===== config.mk =====
export PLATFORM = sky130hd
export DESIGN_NAME = host_regfile
export DESIGN_NICKNAME = d
export VERILOG_FILES = /design/src/rtl/host_regfile_pkg.sv /design/src/rtl/host_regfile_ecnt.sv /design/src/rtl/host_regfile.sv
export SDC_FILE = /design/constraint.sdc
export NUM_CORES = 1
export LEC_CHECK = 0
export CORE_ASPECT_RATIO = 1.5
export CORE_MARGIN = 10
export CORE_UTILIZATION = 48
export DETAILED_ROUTE_END_ITERATION = 7
export GPL_TIMING_DRIVEN = 0
export PLACE_DENSITY = 0.8
export SYNTH_ARGS = -nofsm -noshare
export SYNTH_HDL_FRONTEND = slang
export SYNTH_SLANG_ARGS = --single-unit

===== constraint.sdc =====
create_clock -name clock -period 2.5 [get_ports clock]
set_input_delay 0.25 -clock clock [delete_from_list [all_inputs] [get_ports clock]]
set_output_delay 0.25 -clock clock [all_outputs]
set_load 0.01 [all_outputs]

===== src/rtl/host_regfile_pkg.sv =====
// host_regfile_pkg: shared FSM state type, register byte offsets and CTRL bit positions.
package host_regfile_pkg;
    typedef enum logic [1:0] {IDLE, READ, WRITE} state_t;
    localparam logic [7:0] CTRL_ADDR   = 8'h00;
    localparam logic [7:0] CYCLES_ADDR = 8'h04;
    localparam logic [7:0] LENGTH_ADDR = 8'h08;
    localparam logic [7:0] INP_LO_ADDR = 8'h0C;
    localparam logic [7:0] INP_HI_ADDR = 8'h10;
    localparam logic [7:0] OUT_LO_ADDR = 8'h14;
    localparam logic [7:0] OUT_HI_ADDR = 8'h18;
    localparam int CTRL_LAUNCH_BIT = 0;
    localparam int CTRL_DONE_BIT   = 1;
endpackage


===== src/rtl/host_regfile_ecnt.sv =====
// host_regfile_ecnt: wrapping run-time cycle counter with synchronous clear and count enable.
module host_regfile_ecnt #(
    parameter int W = 32
) (
    input  logic         clock,
    input  logic         reset,
    input  logic         clr,
    input  logic         en,
    output logic [W-1:0] count
);
    logic [W-1:0] count_q, count_d;

    always_comb count_d = clr ? '0 : en ? count_q + 1'b1 : count_q;

    always_ff @(posedge clock or negedge reset)
        if (!reset) count_q <= '0;
        else        count_q <= count_d;

    assign count = count_q;
endmodule


===== src/rtl/host_regfile.sv =====
// host_regfile: host CSR block driving the add-by-one compute stage.
// Define HOST_REGFILE_ECNT_EN to build the CYCLES run-time counter; otherwise CYCLES reads 0.
module host_regfile
    import host_regfile_pkg::*;
#(
    parameter int HOST_ADDR_BITS = 8,
    parameter int HOST_DATA_BITS = 32,
    parameter int MEM_ADDR_BITS  = 64
) (
    input  logic                      clock,
    input  logic                      reset,
    input  logic                      host_req_valid,
    input  logic                      host_req_opcode,
    input  logic [HOST_ADDR_BITS-1:0] host_req_addr,
    input  logic [HOST_DATA_BITS-1:0] host_req_value,
    output logic                      host_req_deq,
    output logic                      host_resp_valid,
    output logic [HOST_DATA_BITS-1:0] host_resp_bits,
    output logic                      launch,
    input  logic                      finish,
    output logic [HOST_DATA_BITS-1:0] length,
    output logic [MEM_ADDR_BITS-1:0]  inp_baddr,
    output logic [MEM_ADDR_BITS-1:0]  out_baddr
);
    state_t state_q, state_d;
    logic launch_q, launch_d, done_q, done_d;
    logic [HOST_DATA_BITS-1:0] length_q, length_d, rdata_q, rdata_d, rdata, cycles;
    logic [HOST_DATA_BITS-1:0] inp_lo_q, inp_lo_d, inp_hi_q, inp_hi_d;
    logic [HOST_DATA_BITS-1:0] out_lo_q, out_lo_d, out_hi_q, out_hi_d;
    logic wr, wr_ctrl;

    assign host_req_deq = state_q == IDLE && host_req_valid;
    assign wr           = host_req_deq && host_req_opcode;
    assign wr_ctrl      = wr && host_req_addr == CTRL_ADDR;

`ifdef HOST_REGFILE_ECNT_EN
    logic cnt_clr, cnt_en;
    // Clear only on a genuine 0->1 launch edge; a colliding finish suppresses it.
    assign cnt_clr = wr_ctrl && host_req_value[CTRL_LAUNCH_BIT] && !launch_q && !finish;
    assign cnt_en  = launch_q && !finish;
    host_regfile_ecnt #(.W(HOST_DATA_BITS)) u_ecnt (
        .clock (clock),
        .reset (reset),
        .clr   (cnt_clr),
        .en    (cnt_en),
        .count (cycles)
    );
`else
    assign cycles = '0;
`endif

    always_comb begin
        rdata = '0;
        case (host_req_addr)
            CTRL_ADDR: begin
                rdata[CTRL_LAUNCH_BIT] = launch_q;
                rdata[CTRL_DONE_BIT]   = done_q;
            end
            CYCLES_ADDR: rdata = cycles;
            LENGTH_ADDR: rdata = length_q;
            INP_LO_ADDR: rdata = inp_lo_q;
            INP_HI_ADDR: rdata = inp_hi_q;
            OUT_LO_ADDR: rdata = out_lo_q;
            OUT_HI_ADDR: rdata = out_hi_q;
            default:     rdata = '0;
        endcase
    end

    always_comb begin
        length_d = length_q;
        inp_lo_d = inp_lo_q;
        inp_hi_d = inp_hi_q;
        out_lo_d = out_lo_q;
        out_hi_d = out_hi_q;
        state_d  = host_req_deq ? (host_req_opcode ? WRITE : READ) : IDLE;
        rdata_d  = (host_req_deq && !host_req_opcode) ? rdata : '0;
        launch_d = finish ? 1'b0 : wr_ctrl ? host_req_value[CTRL_LAUNCH_BIT] : launch_q;
        done_d   = finish ? 1'b1 : wr_ctrl ? 1'b0 : done_q;
        // Configuration is frozen for the duration of a run.
        if (wr && !launch_q) begin
            case (host_req_addr)
                LENGTH_ADDR: length_d = host_req_value;
                INP_LO_ADDR: inp_lo_d = host_req_value;
                INP_HI_ADDR: inp_hi_d = host_req_value;
                OUT_LO_ADDR: out_lo_d = host_req_value;
                OUT_HI_ADDR: out_hi_d = host_req_value;
                default: ;
            endcase
        end
    end

    always_ff @(posedge clock or negedge reset) begin
        if (!reset) begin
            state_q  <= IDLE;
            launch_q <= 1'b0;
            done_q   <= 1'b0;
            rdata_q  <= '0;
            length_q <= '0;
            inp_lo_q <= '0;
            inp_hi_q <= '0;
            out_lo_q <= '0;
            out_hi_q <= '0;
        end else begin
            state_q  <= state_d;
            launch_q <= launch_d;
            done_q   <= done_d;
            rdata_q  <= rdata_d;
            length_q <= length_d;
            inp_lo_q <= inp_lo_d;
            inp_hi_q <= inp_hi_d;
            out_lo_q <= out_lo_d;
            out_hi_q <= out_hi_d;
        end
    end

    assign host_resp_valid = state_q == READ;
    assign host_resp_bits  = rdata_q;
    assign launch          = launch_q;
    assign length          = length_q;
    assign inp_baddr       = MEM_ADDR_BITS'({inp_hi_q, inp_lo_q});
    assign out_baddr       = MEM_ADDR_BITS'({out_hi_q, out_lo_q});
endmodule


-- Word-level counts from Yosys, hierarchy flattened
Index checks and enable logic that the tools add are counted.
Widths: inputs -> output; s select.
- input port bits: 45
- logic and storage cells: 39
- flip-flop bits (word level): 196
- output and inout port bits: 195
- reductions and logical operators: 15
- multiplexer cells: 9
- equality and inequality tests: 6
- operator list (operator ; count):
    $pmux 30 s5 ; 1
    $mux 32 ; 1
    $eq 8x5->1 const B ; 3
    $eq 8x4->1 const B ; 2
    $pmux 2 s6 ; 1
    $reduce_and 2->1 ; 5
    $logic_not 8->1 ; 1
    $logic_and 1x1->1 ; 5
    $mux 1 ; 4
    $mux 2 ; 2
    $eq 2x1->1 const B ; 1
    $logic_not 1->1 ; 2
    $logic_not 2->1 ; 1
    $reduce_bool 2->1 ; 1

-- Logic depth before layout (Yosys ltp)
Gate-level depths: netlist of the first run.
- depth after elaboration: 6
- gate-level depth with buffers: 6
- mapped depth without buffers: 4

-- Worst setup path after synthesis of the first run
OpenSTA, ideal clock, no wires.
- path type: flip-flop to flip-flop
- start: reg state_q[1]
- end: reg inp_hi_q[10]
- buffers on the path: 1
- period minus slack after synthesis: 1.804 ns
- data required time: 2.372 ns
- slack: 0.696 ns
- stages on the path, launching flop included: 6
- setup time: 0.128 ns
- data arrival time: 1.676 ns
- cells stage by stage: dfrtp_1 and4bb_2 nand2b_2 nor3_2 buf_4 mux2_1
- cells in the longest elaborated chain, start to end: 5
- RTL lines (element ; RTL line ; RTL):
    from (decl) ; host_regfile.sv:25 ; state_t state_q, state_d;
    from (signal assigned) ; host_regfile.sv:104 ; state_q <= state_d;
    $logic_not 2->1 ; host_regfile.sv:32 ; assign host_req_deq = state_q == IDLE && host_req_valid;
    $logic_and 1x1->1 ; host_regfile.sv:32 ;
    $logic_and 1x1->1 ; host_regfile.sv:33 ; assign wr = host_req_deq && host_req_opcode;
    $logic_and 1x1->1 ; host_regfile.sv:80 ; if (wr && !launch_q) begin
    $reduce_and 2->1 (no source line) ; -- ;
    to (signal assigned) ; host_regfile.sv:110 ; inp_hi_q <= inp_hi_d;
    to (decl) ; host_regfile.sv:28 ; logic [HOST_DATA_BITS-1:0] inp_lo_q, inp_lo_d, inp_hi_q, inp_hi_d;
Every way passes these cells.
A chain may end at the register's enable or synchronous reset.

-- Worst setup path after layout of the first run
- start: in host_req_addr[2]
- end: reg rdata_q[6] (netlist: host_resp_bits[6])
- cells in the longest elaborated chain, start to end: 3
- elaborated cells on any way between the ends: 7
- those cells by class: eq/ne: 5; mux: 2
- RTL lines (element ; RTL line ; RTL):
    from (decl) ; host_regfile.sv:14 ; input logic [HOST_ADDR_BITS-1:0] host_req_addr,
    $eq 8x5->1 or $eq 8x4->1 (tied branches) ; host_regfile.sv:54 ; case (host_req_addr)
    $pmux 30 s5 (*) ; host_regfile.sv:54 ;
    $mux 32 (*) ; host_regfile.sv:76 ; rdata_d = (host_req_deq && !host_req_opcode) ? rdata : '0;
    via rdata_d[6] ; host_regfile.sv:27 ; logic [HOST_DATA_BITS-1:0] length_q, length_d, rdata_q, rdata_d, rdata, cycles;
    to (signal assigned) ; host_regfile.sv:107 ; rdata_q <= rdata_d;
    to (decl) ; host_regfile.sv:27 ;
Mark *: on every way through the listed nets, which the timed path passes. The rest lies on a longest branch.

==> Implementation_results.wiki, run 1 <==
{| class="wikitable"
! Metric !! Value
|-
| Required time at the worst-slack endpoint || about 2.9 ns
|-
| Die height || approximately 180 µm
|-
| Final Critical Period || roughly 2.4 ns
|-
| Final Setup Violations || 0
|-
| Via count of the routed design || 6330
|-
| Final weighted congestion in routability-driven placement || roughly 0.85
|-
| Origin of the critical flop-to-flop path || state_q[1]$_DFF_PN0_
|-
| Worst setup slack before clock tree synthesis || -0.5006 ns
|-
| Pins over their slew limit || 0
|-
| Synth-to-layout area growth || 38.40%
|-
| Post-route clock period utilization || between 90% and 100%
|-
| Leakage component of the power || 5.289 nW
|-
| Async set or reset register ratio after synthesis || between 90% and 100%
|-
| Main area contributors after synthesis || dfrtp_1 58%, mux2_2 16%, mux2_1 9.7%
|-
| IO buf count || around 240
|-
| TritonCTS Buffers || 17
|-
| Share of cells above drive strength 1 || between 20 and 25%
|-
| Final cell utilization of the core || between 60% and 70%
|-
| Cell at the root of the clock tree || clkbuf_16
|-
| Kind of start point of the critical path || input port
|-
| Area after DPL || between 10000 and 15000 µm²
|-
| HPWL after detailed placement || approximately 21000 µm
|-
| Core region area || between 15000 and 20000 µm²
|-
| Post-layout nets || 896
|-
| Sum of negative setup slack || 0 ns
|-
| Via density per instance || ~6
|-
| Routed len/inst || about 27 µm
|-
| Worst slew margin relative to its limit || 41.35%
|-
| Reg2reg end || inp_hi_q[13]$_DFFE_PN0P_
|-
| Routed Antenna Nets || 0
|-
| Worst reg-to-reg setup slack || between 0.2 and 0.25 ns
|-
| Area of the mapped netlist || roughly 8500 µm²
|-
| CTS tree || yes
|-
| Clock transition at the register clock pins on the worst setup and hold paths after CTS || 0.07 ns
|-
| EDFF count, synth || 0
|-
| Maximum buffer depth of the clock tree || 2
|-
| Total gr overflow || 0
|-
| Largest driver fanout on the critical path || 10
|-
| Area of all placed cells without fillers || ~12000 µm²
|-
| Largest net degree at the start of global routing || about 130
|-
| Critical Path AT || 2.72 ns
|-
| Std cell rows || a little under 60
|-
| Vias in the first global route || 7047
|-
| Clock latency on the worst-skew pair || roughly 0.44 ns
|-
| Fraction of synthesized cell area taken by the top area cell type || approximately 58%
|-
| Slew of the pin with the lowest slew margin || 0.8798 ns
|-
| Capture point of the worst path || host_resp_bits[6]$_DFF_PN0_
|-
| Maximum clock skew at final layout || around 0.0080 ns
|-
| Worst ir drop on vdd || around 450 µV
|-
| Power density normalized to cell area || 542.8 nW/µm²
|-
| Unique masters post-synth || 36
|-
| Fillers || 1260
|-
| Yosys synthesis warning count || 0
|-
| Number of DRC violations after detailed-routing iteration 0 || around 540
|-
| First-pass GRT wire length || 43690 µm
|-
| Final hold violations || 0
|-
| Post-synthesis sequential element count || just under 200
|-
| Flip-flop cell with the highest count after synthesis || dfrtp_1
|-
| Post-CTS setup-driven buffer insertion count || 0
|-
| Cells after Synth || 591
|-
| Initial antenna violation count || 2
|-
| Critical path start-end classification || in2reg
|-
| Status || finished clean
|-
| Number of optimization iterations in the first detailed-route pass || 4
|-
| Element type at the critical path end || register
|-
| Sequential fraction of the synthesis area || a little under 60%
|-
| Overall routing resource usage || around 24%
|-
| DRC Markers || 0
|-
| CTS H-tree depth || 4
|-
| Finished Layout Cells || approximately 1.1k
|-
| Area enclosed by the die boundary || ~24000 µm²
|-
| Synth Net Count || around 640
|-
| Initial cell density of the core || just under 50%
|-
| Path class of the lowest-slack min-delay path || in2async
|-
| Top-level port count || 240
|-
| Die extent in x || between 100 and 150 µm
|-
| Maximum clock frequency || roughly 0.42 GHz
|-
| RSZ-0062 raised after global routing || false
|-
| Startpoint of the worst setup timing path || host_req_addr[2]
|-
| Most area-hungry cell type in the Yosys netlist || dfrtp_1
|-
| Placed insts || ~1.0k
|-
| Number of sinks on the clock net || 196
|-
| Count of max-cap constraint violations || 0
|-
| Worst Slack Setup Final || 0.1282 ns
|-
| Worst R2R Path Depth || 5
|-
| Total detailed-routing wirelength || just under 30000 µm
|-
| Mean instance size in the synthesized netlist || around 14 µm²
|}
[worst max-delay path: stages]
cell             delay [ns]
clkdlybuf4s50_1        0.51
buf_4                  0.27
nor4b_4                0.65
buf_4                  0.34
buf_2                  0.33
a22oi_1                0.14
a21oi_1                0.20
[stage by stage]
step / total power (W) / hold slack [ns]
final: 0.006379 / 0.3581
after global routing: 0.006587 / 0.3902
after detailed placement: 0.003843 / 0.2453
after global placement: 0.003820 / 0.4648
after floorplan: 0.003476 / -0.04559
after CTS: 0.006412 / 0.3713
[logic make-up after synthesis]
logic type,Yosys count,share of synthesized area [%]
flip-flops,196,57.77
buffers and inverters,37,2.903
AND/OR/NAND/NOR,80,6.337
multiplexers,194,25.69
AO/OA/AOI/OAI,84,7.309
[flip-flops by register name, indices dropped and copies added (netlist names), 2 cells and up]
signal          flops
state_q             2
inp_hi_q           32
out_lo_q           32
out_hi_q           32
inp_lo_q           32
length             32
host_resp_bits     32
[worst min path at each step]
stage                        from                      endpoint  slack [ns]  cells after the start
2_1_floorplan               reset            done_q$_DFFE_PN0P_       -0.05                      0
3_5_place_dp                reset         length[0]$_DFFE_PN0P_        0.25                      1
4_1_cts                     reset  host_resp_bits[29]$_DFF_PN0_        0.37                      2
6_report                    reset  host_resp_bits[29]$_DFF_PN0_        0.36                      2
3_3_place_gp   done_q$_DFFE_PN0P_            done_q$_DFFE_PN0P_        0.46                      1
5_1_grt                     reset      inp_lo_q[29]$_DFFE_PN0P_        0.39                      2
[power by group]
group          total, W  internal, W  switching [W]
Combinational  0.000506     0.000238       0.000268
Sequential      0.00328      0.00323      0.0000511
Clock           0.00260      0.00134        0.00125
[per-layer routing]
metal | up-vias | GRT usage, % | part of all wire, %
met3 | 62 | 8.718 | 8.6
met5 | - | 0 | 0
met1 | 3259 | 25.79 | 35
met2 | 294 | 43.28 | 53
li1 | 2715 | - | -
met4 | 0 | 9.513 | 3.2
[Yosys cell counts (5+ instances only)]
cell type,n
dfrtp_1,196
nor2_1,9
mux2_1,73
nand3_1,16
clkbuf_1,5
nor2b_1,16
o221ai_1,13
buf_2,11
buf_4,11
o22a_1,5
mux2_2,118
a21oi_1,13
buf_6,7
a22oi_1,48
nand2_1,17
[cell usage in the layout, fill, tap and decap left out, types with 3 or more instances in the layout]
master / Yosys / routed
nand3_1: 16 / 16
a22oi_1: 48 / 48
dfrtp_1: 196 / 196
nand2_1: 17 / 17
a21oi_1: 13 / 13
clkdlybuf4s50_1: 0 / 238
nor3_4: 4 / 4
buf_4: 11 / 11
nor2_1: 9 / 9
buf_2: 11 / 11
o221ai_1: 13 / 13
clkbuf_16: 0 / 17
o22a_1: 5 / 5
buf_1: 3 / 3
nor2b_1: 16 / 16
buf_6: 7 / 7
clkbuf_1: 5 / 5
mux2i_1: 3 / 3
mux2_1: 73 / 73
clkinvlp_4: 0 / 4
inv_6: 0 / 3
mux2_2: 118 / 118
[layout make-up]
type | count | area [µm²] | share of cell area (%)
Buffer | 37 | 246.5 | 2.098
Antenna cell | 2 | 5.005 | 0.04259
Multi-Input combinational cell | 358 | 3344 | 28.46
Clock inverter | 11 | 96.34 | 0.8198
Sequential cell | 196 | 4905 | 41.74
Tap cell | 213 | 266.5 | 2.268
Timing Repair Buffer | 241 | 2435 | 20.72
Clock buffer | 19 | 452.9 | 3.854
[what timing repair did]
item	CTS	global route
endpoints found under the hold margin	68	0
resized for setup	1	0
hold buffers	1	0
setup endpoints to repair	8	0
(Power assumes the default switching activity.)
==> run 2, diff against run 1 <==
CORE_UTILIZATION = 43   (was 48)
PLACE_DENSITY = 0.76   (was 0.8)
clock period = 1.96 ns   (was 2.5 ns; I/O delays follow)
==> run 2 against run 1 <==
  * Die area rose by 10%
  * Clock power rose by 37%
  * Global-route usage fell by 2.7 points
  * Sequential cell count did not move
  * Cell area rose by 3.8%
  * Core utilization fell by 4.6 points
  * Final cell count rose by 6.1%
  * Sequential power rose by 27%
  * Critical path depth fell by 1
  * Total power rose by 32%
  * Non-clock buffer count rose by 22
  * Critical endpoint is now length[3]$_DFFE_PN0P_
==> Implementation_results.wiki, run 2 (synthesis results as in run 1) <==
{| class="wikitable"
! Metric !! Value
|-
| Status || finished clean
|-
| IO buf count || ~240
|-
| Area after DPL || 11240 µm²
|-
| Synth-to-layout area growth || 43.65%
|-
| Largest net degree at the start of global routing || about 130
|-
| Area enclosed by the die boundary || approximately 26000 µm²
|-
| Final Critical Period || slightly below 2 ns
|-
| Initial cell density of the core || between 40% and 50%
|-
| Post-layout nets || 918
|-
| Pins over their slew limit || 0
|-
| Kind of start point of the critical path || register
|-
| TritonCTS Buffers || 17
|-
| Die height || 192.1 µm
|-
| Routed len/inst || 24.83 µm
|-
| Overall routing resource usage || between 20% and 30%
|-
| Leading cell type in the layout, fill and taps excluded || clkdlybuf4s50_1
|-
| Leakage component of the power || about 5.6 nW
|-
| Worst R2R Path Depth || 6
|-
| Maximum buffer depth of the clock tree || 2
|-
| Total gr overflow || 0
|-
| Initial antenna violation count || 2
|-
| Via count of the routed design || 6316
|-
| Most used cells in the layout excluding fill and tap cells || 233 x clkdlybuf4s50_1, 196 x dfrtp_1, 118 x mux2_2
|-
| Critical path start-end classification || reg2reg
|-
| Number of DRC violations after detailed-routing iteration 0 || 454
|-
| Fillers || 1480
|-
| Number of sinks on the clock net || 196
|-
| Cell at the root of the clock tree || clkbuf_16
|-
| Die extent in x || about 130 µm
|-
| Final Setup Violations || 0
|-
| Final weighted congestion in routability-driven placement || just over 0.8
|-
| Clock transition at the register clock pins on the worst setup and hold paths after CTS || ~0.07 ns
|-
| CTS H-tree depth || 4
|-
| Power density normalized to cell area || between 600 and 700 nW/µm²
|-
| DRC Markers || 0
|-
| HPWL after detailed placement || just over 20000 µm
|-
| Logic depth of the worst setup path including buffers || 6
|-
| Maximum clock frequency || roughly 0.52 GHz
|-
| Routed Antenna Nets || 0
|-
| Element type at the critical path end || register
|-
| Std cell rows || 62
|-
| Critical Path AT || ~2.2 ns
|-
| Buffer and inverter count on the worst path || 2
|-
| Number of optimization iterations in the first detailed-route pass || 5
|-
| Count of max-cap constraint violations || 0
|-
| Critical-path cell list || and4bb_2 > nand2b_4 > nor3_4 > buf_12 > clkbuf_4 > mux2_2
|-
| Final hold violations || 0
|-
| Worst slew margin relative to its limit || between 50% and 60%
|-
| Maximum clock skew at final layout || 0.009992 ns
|-
| Crit path max-delay cell type || dfrtp_1
|-
| Largest driver fanout on the critical path || 5
|-
| First-pass GRT wire length || 42320 µm
|-
| Path class of the lowest-slack min-delay path || in2async
|-
| Area of all placed cells without fillers || about 12000 µm²
|-
| Share of cells above drive strength 1 || between 20% and 30%
|-
| CTS tree || yes
|-
| Required time at the worst-slack endpoint || around 2.3 ns
|-
| Vias in the first global route || between 6k and 7k
|-
| Top delay family on crit path || simple AND/OR/NAND/NOR gates
|-
| Total detailed-routing wirelength || about 28000 µm
|-
| Slew of the pin with the lowest slew margin || ~0.66 ns
|-
| Via density per instance || 5.526
|-
| Post-route clock period utilization || a little over nine tenths
|-
| Clock latency on the worst-skew pair || about 0.43 ns
|-
| Delay contributed by the slowest stage of the critical path || about 0.43 ns
|-
| Core region area || 19320 µm²
|-
| RSZ-0062 raised after global routing || true
|-
| Top-level port count || 240
|-
| Worst ir drop on vdd || between 400 and 500 µV
|-
| Sum of negative setup slack || 0 ns
|}
## run 2: changes by cell type in the layout (fill, tap and decap cells not counted), sizes merged, moves of 2 or more
cell and change:
dlymetal6s2s +4, bufinv +2, inv -2, clkbuf +6
clkdlybuf4s50 -5, buf +19, clkinvlp -2
## run 2: cell type report
type                       count  area (µm²)  area share, %
antenna                        2       5.005        0.04103
clock inverter                 9       117.6         0.9643
multi-input combinational    358        3397          27.85
tap                          256       320.3          2.626
timing repair buffer         263        2629          21.55
clock buffer                  22       484.2          3.970
sequential                   196        4905          40.21
buffer                        37       339.1          2.780
## run 2: what timing repair did
| item | in CTS | in global routing |
|---|---|---|
| gates resized for setup | 34 | 27 |
| buffers inserted | 17 | 2 |
| hold endpoints to repair | 71 | 0 |
| hold buffers | 1 | 0 |
| setup endpoints to repair | 182 | 131 |
| cloned | 2 | 1 |
| pin swaps | 8 | 5 |
## run 2: power by group
group	total [W]	internal, W	leakage, nW	switching, W
registers	0.00418	0.00412	2.72	0.0000597
logic	0.000668	0.000318	2.54	0.000350
clock network	0.00355	0.00203	0.291	0.00152
## run 2: routing by layer
layer | track usage, % | vias to the layer above | part of all wire, %
met1 | 23.73 | 3246 | 37
li1 | - | 2764 | -
met3 | 5.073 | 57 | 6.0
met4 | 10.71 | 0 | 3.4
met2 | 38.57 | 249 | 54
met5 | 0 | - | 0
## run 2: metrics by stage
step	power, W	hold WS, ns	util (%)	setup slack [ns]	std cells
floorplan	0.004434	-0.09959	-	0.1563	591
global placement	0.004888	0.4693	58.00	-7.478	1086
detailed placement	0.004899	0.2004	58.17	-1.034	1087
CTS	0.008467	0.3344	62.56	0.007069	1138
global route	0.008686	0.3513	63.14	-0.008328	1143
finish	0.008389	0.3168	63.14	0.03071	1143
## run 2: path summary, 6_finish.rpt
path / start / end / slack (ns)
setup / recovery: state_q[0]$_DFF_PN0_ / length[3]$_DFFE_PN0P_ / 0.03
hold / removal: reset / host_resp_bits[23]$_DFF_PN0_ / 0.32
setup reg to reg: state_q[0]$_DFF_PN0_ / length[3]$_DFFE_PN0P_ / 0.03
hold reg to reg: done_q$_DFFE_PN0P_ / done_q$_DFFE_PN0P_ / 0.49
max in group asynchronous: reset / host_resp_bits[31]$_DFF_PN0_ / 0.63
min in group clock: finish / launch$_DFFE_PN0P_ / 0.35
